## src/rtl/muldiv_unit.sv

```systemverilog
// Iterative MIPS multiply/divide unit owning the HI/LO registers.
// Shift-add multiply and restoring divide, one bit per cycle, plus sign fix.
module muldiv_unit #(
  parameter int WIDTH = 32
) (
  input  logic             clk,
  input  logic             reset,
  input  logic             start,
  input  logic [2:0]       op,
  input  logic [WIDTH-1:0] A,
  input  logic [WIDTH-1:0] B,
  output logic [WIDTH-1:0] hi,
  output logic [WIDTH-1:0] lo,
  output logic             busy,
  output logic             done
);

  localparam int W  = WIDTH;
  localparam int CW = $clog2(WIDTH);

  typedef enum logic [1:0] {
    IDLE,
    CALC,
    FIX,
    DONE
  } state_t;

  state_t         state;
  logic [2*W-1:0] acc;
  logic [W-1:0]   mb;
  logic [CW-1:0]  cnt;
  logic           is_div;
  logic           sa;
  logic           sb;
  logic           dz;

  logic           sgn;
  logic [W-1:0]   amag;
  logic [W-1:0]   bmag;

  always_comb begin
    sgn  = op[0] & ~op[2];
    amag = (sgn && A[W-1]) ? -A : A;
    bmag = (sgn && B[W-1]) ? -B : B;
  end

  logic [W:0]     msum;
  logic [W:0]     dsh;
  logic [W:0]     ddif;
  logic [2*W-1:0] acc_step;

  // Divide keeps {remainder, dividend/quotient} in acc; multiply keeps
  // {partial product, remaining multiplier bits}.
  always_comb begin
    msum = {1'b0, acc[2*W-1:W]} + {1'b0, (acc[0] ? mb : {W{1'b0}})};
    dsh  = acc[2*W-1:W-1];
    ddif = dsh - {1'b0, mb};
    if (!is_div)
      acc_step = {msum, acc[W-1:1]};
    else if (ddif[W])
      acc_step = {dsh[W-1:0], acc[W-2:0], 1'b0};
    else
      acc_step = {ddif[W-1:0], acc[W-2:0], 1'b1};
  end

  logic [2*W-1:0] acc_neg;
  logic [W-1:0]   fix_hi;
  logic [W-1:0]   fix_lo;

  always_comb begin
    acc_neg = -acc;
    fix_hi  = acc[2*W-1:W];
    fix_lo  = acc[W-1:0];
    if (dz) begin
      fix_hi = mb;
      fix_lo = {W{1'b1}};
    end else if (is_div) begin
      if (sa ^ sb)
        fix_lo = -acc[W-1:0];
      if (sa)
        fix_hi = -acc[2*W-1:W];
    end else if (sa ^ sb) begin
      fix_hi = acc_neg[2*W-1:W];
      fix_lo = acc_neg[W-1:0];
    end
  end

  always_ff @(posedge clk) begin
    if (reset) begin
      state  <= IDLE;
      acc    <= '0;
      mb     <= '0;
      cnt    <= '0;
      is_div <= 1'b0;
      sa     <= 1'b0;
      sb     <= 1'b0;
      dz     <= 1'b0;
      hi     <= '0;
      lo     <= '0;
      busy   <= 1'b0;
      done   <= 1'b0;
    end else begin
      unique case (state)
        IDLE, DONE: begin
          state <= IDLE;
          busy  <= 1'b0;
          done  <= 1'b0;
          if (start) begin
            unique case (1'b1)
              !op[2]: begin
                state  <= CALC;
                busy   <= 1'b1;
                cnt    <= '0;
                is_div <= op[1];
                sa     <= sgn & A[W-1];
                sb     <= sgn & B[W-1];
                dz     <= op[1] & (B == '0);
                acc    <= {{W{1'b0}}, (op[1] ? amag : bmag)};
                // On divide-by-zero mb carries the raw dividend for HI.
                if (!op[1])
                  mb <= amag;
                else if (B == '0)
                  mb <= A;
                else
                  mb <= bmag;
              end
              (op[2:1] == 2'b10): begin
                if (op[0])
                  lo <= A;
                else
                  hi <= A;
              end
              default: ;
            endcase
          end
        end
        CALC: begin
          acc <= acc_step;
          cnt <= cnt + CW'(1);
          if (cnt == CW'(W - 1))
            state <= FIX;
        end
        FIX: begin
          hi    <= fix_hi;
          lo    <= fix_lo;
          state <= DONE;
          busy  <= 1'b0;
          done  <= 1'b1;
        end
        default: state <= IDLE;
      endcase
    end
  end

endmodule

```

## config.mk

```make
export PLATFORM = sky130hd
export DESIGN_NAME = muldiv_unit
export DESIGN_NICKNAME = d
export VERILOG_FILES = /design/src/rtl/muldiv_unit.sv
export SDC_FILE = /design/constraint.sdc
export NUM_CORES = 1
export LEC_CHECK = 0
export BUFFER_PORTS_ARGS = -buffer_cell sky130_fd_sc_hd__buf_2
export CAP_MARGIN = 20
export CORE_ASPECT_RATIO = 0.9
export CORE_MARGIN = 3
export CORE_UTILIZATION = 60
export DETAILED_ROUTE_END_ITERATION = 8
export PLACE_DENSITY = 0.8
export SYNTH_ARGS = -nofsm -noshare
export SYNTH_HDL_FRONTEND = slang
export SYNTH_SLANG_ARGS = --single-unit
export TNS_END_PERCENT = 1
```

## constraint.sdc

```tcl
create_clock -name clk -period 3.56 [get_ports clk]
set_clock_uncertainty 0.05 [all_clocks]
set_input_delay 0.178 -clock clk [delete_from_list [all_inputs] [get_ports clk]]
set_output_delay 0.178 -clock clk [all_outputs]
set_load 0.01 [all_outputs]
```

==> results of run 1 <==
==> cells by family (layout without fill, tap and decap cells) <==
group	Yosys count	in the layout	synth area share [%]
simple gates	727	727	22.1
compound gates	705	705	30.0
buf+inv	216	306	5.42
flops	173	173	22.6
xor+xnor	164	164	9.38
fa+ha+maj	75	75	6.23
mux	62	62	4.21
==> cell usage after synthesis, types with 21 or more instances <==
cell	count	area (um^2)
nor2_1	274	1030
nand2_1	203	762
a21oi_1	188	941
dfxtp_1	173	3460
o21ai_0	154	771
clkbuf_1	139	522
xor2_1	84	736
xnor2_1	80	701
ha_1	73	913
inv_1	61	229
a211oi_1	54	405
o211ai_1	49	368
nor3_1	48	240
o221ai_1	46	403
mux2i_1	43	430
a21o_1	36	270
nand3_1	34	170
and3_1	25	156
nor4_1	21	131
==> worst min path at each step <==
stage | to | cells past startpoint
after floorplan | hi[10] | 2
after global placement | lo[7] | 2
after detailed placement | lo[16] | 2
after CTS | hi[10] | 3
after global routing | hi[10] | 3
final | hi[10] | 3
==> critical path, delay by kind of cell (launching register included) <==
kind                     cells  cell delay, ns
flip-flops                   1            0.43
AO/OA/AOI/OAI                5            1.14
adder cells (fa/ha/maj)      1            0.38
AND/OR/NAND/NOR              3            0.95
buffers and inverters        2            0.38
==> layer usage <==
layer | GRT usage, % | vias to the layer above | wire, um
met5 | 0 | - | 0
met4 | 16.6 | 0 | 2420
met3 | 10.4 | 191 | 7510
met2 | 58.7 | 1177 | 23700
met1 | 55.2 | 8143 | 23400
li1 | - | 7892 | -
==> where the power goes <==
part	leakage, nW	internal, W	total (W)	switching, W
clock	0.287	0.00100	0.00198	0.000972
sequential	1.41	0.00227	0.00264	0.000376
combinational	5.55	0.00151	0.00439	0.00288
==> sequential cells by signal (all words and copies together) (netlist names) <==
signal and flops:
lo 32, hi 32, cnt 5, done 1, acc 64, state 2
busy 1, sb 1, sa 1, dz 1, mb 32, is_div 1
==> layout make-up <==
cell class | count | area [um^2] | area share, %
flip-flops and latches | 173 | 3460 | 20.3
clock buffers | 17 | 425 | 2.50
clock inverters | 15 | 170 | 0.998
repair buffers | 213 | 1290 | 7.58
well taps | 336 | 420 | 2.47
inverters | 61 | 229 | 1.34
multi-input cells | 1733 | 11000 | 64.8
==> stage by stage <==
step           setup WS [ns]  power (W)  utilization (%)
6_report               0.117    0.00901             69.1
3_3_place_gp           0.300    0.00677             66.6
3_5_place_dp           0.238    0.00687             66.6
5_1_grt               0.0140    0.00941             69.1
2_1_floorplan          0.464    0.00544                -
4_1_cts                0.230    0.00881             69.1
==> timing repair <==
action,in CTS,in global routing
gates resized for setup,0,1
hold endpoints to repair,0,0
endpoints found under the setup margin,0,3
==> impl_metrics.env, run 1 <==
export IMPL_clk_path_buf_depth=2
export IMPL_critical_path_max_stage_delay_ns=0.57
export IMPL_crit_type="reg -> reg"
export IMPL_finalMaxSlewViolations=0
export IMPL_drc=8
export IMPL_die_area_um2=27500
export IMPL_fin_area_um2=17000
export IMPL_drt_iter0_markers=2712
export IMPL_die_x_um=174
export IMPL_dp_hpwl_um=43000
export IMPL_ys_flop_type="dfxtp_1"
export IMPL_synth_area_um2=15300
export IMPL_ctsHoldBuffers=0
export IMPL_post_cts_buffers=0
export IMPL_layout_drive_gt1_share_pct=13.8
export IMPL_grt_max_degree=94
export IMPL_ys_ff_latch=173
export IMPL_insertion_delay_ns=0.45
export IMPL_max_slew_margin_rel_pct=31.7
export IMPL_ys_warn_count=0
export IMPL_r2r_end="acc[49]"
export IMPL_antenna_found_initial=0
export IMPL_rr_startpoint="mb[15]"
export IMPL_worst_slew_pin_slew_ns=0.998
export IMPL_netlist_instances=2122
export IMPL_setup_viol=0
export IMPL_crit_chain="inv_1, ha_1, a21oi_1, o21ai_0, nor3_1, a211oi_1, or4_1, nand2_1, buf_12, o311ai_0, a32o_1"
export IMPL_floorplan_initialDensity_pct=62.1
export IMPL_rsz0062_at_grt="no"
export IMPL_timing_hold_ws_ns=0.0727
export IMPL_async_flop_share_pct=0
export IMPL_hold_start="A[10]"
export IMPL_hold_class="in -> reg"
export IMPL_area_delta_synth_final_pct=11.3
export IMPL_final_nets=2344
export IMPL_fmax_mhz=290
export IMPL_cts_tree="done"
export IMPL_avgSynthCellArea_um2=7.22
export IMPL_ant_nets=0
export IMPL_final_instance_count_excl_fill=2548
export IMPL_cts_made_buffers=17
export IMPL_status="finished, violations left"
export IMPL_power_leakage_nw=7.25
export IMPL_core_um2=24700
export IMPL_arrival_ns=3.74
export IMPL_r2r_slack_ns=0.12
export IMPL_tns_ns=0
export IMPL_num_vias=17403
export IMPL_startpoint="mb[15]"
export IMPL_cp_max_fo=49
export IMPL_fill_cells=2107
export IMPL_wirelength_um=57000
export IMPL_grt_pass1_vias=15400
export IMPL_required_ns=3.85
export IMPL_worst_r2r_cell_count=11
export IMPL_grt_pass1_wl_um=87000
export IMPL_hold_viol_final=0
export IMPL_ir_worst_vdd_v=0.000405
export IMPL_via_per_inst=6.83
export IMPL_drt_pass1_iter_count=9
export IMPL_place_area_um2=16400
export IMPL_finalWeightedCongestion=1.03
export IMPL_grt_overflow_total=0
export IMPL_end_kind="flip-flop"
export IMPL_placement_io_buffers=135
export IMPL_clk_pin_slew_worst_paths_ns=0.08
export IMPL_cts_root_buffer="clkbuf_16"
export IMPL_die_h_um=158
export IMPL_h_tree_depth=4
export IMPL_rows=54
export IMPL_fin_crit_ns=3.44
export IMPL_slowest_stage="or4_1"
export IMPL_violations="design-rule violations"
export IMPL_syn_num_nets=2267
export IMPL_crit_end="acc[49]"
export IMPL_yosysSeqAreaShare_pct=22.6
export IMPL_pin_count=136
export IMPL_final_common_cell="nor2_1"
export IMPL_antenna_cells=0
export IMPL_synth_edf_count=0
export IMPL_track_usage_pct=39.8
export IMPL_cap_violations=0
export IMPL_yosysUniqueCellTypes=78
export IMPL_cts_sinks=173
export IMPL_setup_worst_path_start_class="flip-flop"
export IMPL_wl_per_cell_um=22.4
export IMPL_dp_cells=2515
export IMPL_p_per_area_nw_per_um2=528
export IMPL_post_route_period_util_pct=96.7
export IMPL_final_cell_mix="272 x nor2_1, 203 x nand2_1, 186 x a21oi_1, 172 x dfxtp_1, 153 x o21ai_0"
Note: power is estimated with default switching activity, not from simulation.
==> run 2: changes to the inputs <==
--- a/config.mk
+++ b/config.mk
@@ -12,6 +12,8 @@
 export CORE_UTILIZATION = 60
 export DETAILED_ROUTE_END_ITERATION = 8
 export PLACE_DENSITY = 0.8
+export REMOVE_ABC_BUFFERS = 1
+export SLEW_MARGIN = 10
 export SYNTH_ARGS = -nofsm -noshare
 export SYNTH_HDL_FRONTEND = slang
 export SYNTH_SLANG_ARGS = --single-unit
==> impl_metrics.env, run 2 (synthesis gave the netlist of run 1 again) <==
export IMPL_status="finished, final reports clean"
export IMPL_hold_class="in -> reg"
export IMPL_cp_buffers_inverters=1
export IMPL_drt_iter0_markers=2474
export IMPL_finalWorstSetupSlack_ns=0.178
export IMPL_ctsHoldBuffers=0
export IMPL_wirelength_um=55900
export IMPL_fin_crit_ns=3.38
export IMPL_final_common_cell="nor2_1"
export IMPL_critical_path_max_stage_delay_ns=0.42
export IMPL_cts_sinks=173
export IMPL_fill_cells=2149
export IMPL_path_delay_family="compound AO/OA/AOI/OAI gates"
export IMPL_slowest_stage="fa_1"
export IMPL_crit_chain="inv_1, ha_1, fa_1, nand2b_1, a21oi_1, o2111ai_1, a31oi_1, a21oi_1, o21ai_1, xnor2_1, o21ai_0, a221o_1"
export IMPL_cap_violations=0
export IMPL_cpMostUsedCell="a21oi_1"
export IMPL_tns_ns=0
export IMPL_dp_hpwl_um=42000
export IMPL_clk_pin_slew_worst_paths_ns=0.07
export IMPL_rsz0062_at_grt="yes"
export IMPL_hold_viol_final=0
export IMPL_max_flop_register="acc"
export IMPL_h_tree_depth=4
export IMPL_place_ws_ns=0.122
export IMPL_cts_made_buffers=17
export IMPL_timing_hold_ws_ns=0.0803
export IMPL_grt_pass1_wl_um=86600
export IMPL_required_ns=3.84
export IMPL_setup_viol=0
export IMPL_end_kind="flip-flop"
export IMPL_final_nets=2367
export IMPL_via_per_inst=6.78
export IMPL_placement_io_buffers=135
export IMPL_power_total_w=0.00894
export IMPL_cts_tree="done"
export IMPL_finalWeightedCongestion=0.968
export IMPL_largest_reg_flops=64
export IMPL_post_route_period_util_pct=95.0
export IMPL_num_vias=17421
export IMPL_cts_root_buffer="clkbuf_16"
export IMPL_worst_slew_pin_slew_ns=1.09
export IMPL_setup_worst_path_start_class="flip-flop"
export IMPL_area_delta_synth_final_pct=12.6
export IMPL_final_cell_mix="272 x nor2_1, 203 x nand2_1, 185 x a21oi_1, 172 x dfxtp_1, 151 x o21ai_0"
export IMPL_cp_max_fo=5
export IMPL_cts_resized=0
export IMPL_grt_max_degree=94
export IMPL_wl_per_cell_um=21.8
export IMPL_insertion_delay_ns=0.45
export IMPL_antenna_found_initial=0
export IMPL_die_x_um=174
export IMPL_drt_pass1_iter_count=9
export IMPL_ir_worst_vdd_v=0.000333
export IMPL_max_slew_margin_rel_pct=27.6
export IMPL_ant_nets=0
export IMPL_power_leakage_nw=7.38
export IMPL_finalMaxSlewViolations=0
export IMPL_pin_count=136
export IMPL_track_usage_pct=39.3
export IMPL_p_per_area_nw_per_um2=518
export IMPL_drc=0
export IMPL_post_cts_buffers=0
export IMPL_die_area_um2=27500
export IMPL_die_h_um=158
export IMPL_antenna_cells=0
export IMPL_grt_overflow_total=0
export IMPL_fmax_mhz=296
export IMPL_crit_type="reg -> reg"
export IMPL_arrival_ns=3.66
export IMPL_clk_path_buf_depth=2
export IMPL_rows=54
export IMPL_floorplan_initialDensity_pct=62.1
export IMPL_core_um2=24700
export IMPL_grt_pass1_vias=15843
export IMPL_layout_drive_gt1_share_pct=14.9
run 2: changes by cell type in the layout (fill, tap and decap cells not counted), moves of 2 or more:
cell	before	now
clkbuf_8	0	3
o21ai_1	6	8
o21ai_0	153	151
inv_8	5	1
buf_12	2	6
buf_4	76	96
inv_6	3	6
run 2: metal layers:
metal	global-route usage [%]	vias to the layer above	part of all wire (%)
li1	-	7944	-
met4	15.7	0	4.3
met5	0	-	0
met1	55.1	8074	41
met3	7.40	191	12
met2	59.8	1212	42
run 2: area by class of cell:
type                       count  area [um^2]  area share (%)
inverter                      61          229            1.33
clock buffer                  20          467            2.71
clock inverter                12          101           0.588
tap                          336          420            2.44
sequential                   173         3460            20.1
multi-input combinational   1733        11100            64.1
timing repair buffer         236         1510            8.77
run 2: final timing paths:
kind / endpoint / from / cells after the start / slack, ns
hold reg to reg: lo[11] / lo[11] / 2 / 0.40
setup reg to reg: acc[56] / acc[31] / 12 / 0.18
hold / removal: hi[1] / A[1] / 3 / 0.08
setup / recovery: acc[56] / acc[31] / 12 / 0.18
run 2: where the power goes:
group	switching, W	internal, W	total, W	leakage (nW)
Sequential	0.000372	0.00227	0.00264	1.41
Clock	0.000922	0.000972	0.00189	0.277
Combinational	0.00287	0.00153	0.00440	5.69
run 2: stage by stage:
| step | util [%] | instances | cell area (um^2) |
|---|---|---|---|
| 6_report | 69.9 | 2571 | 17200 |
| 5_1_grt | 69.9 | 2571 | 17200 |
| 4_1_cts | 69.8 | 2570 | 17200 |
| 3_5_place_dp | 67.5 | 2538 | 16700 |
| 3_3_place_gp | 67.5 | 2538 | 16700 |
| 2_1_floorplan | - | 1967 | 14700 |
run 2: tightest hold or removal path, cell delays in order:
cell     delay (ns)
buf_2          0.13
o21ai_0        0.08
o21ai_0        0.14
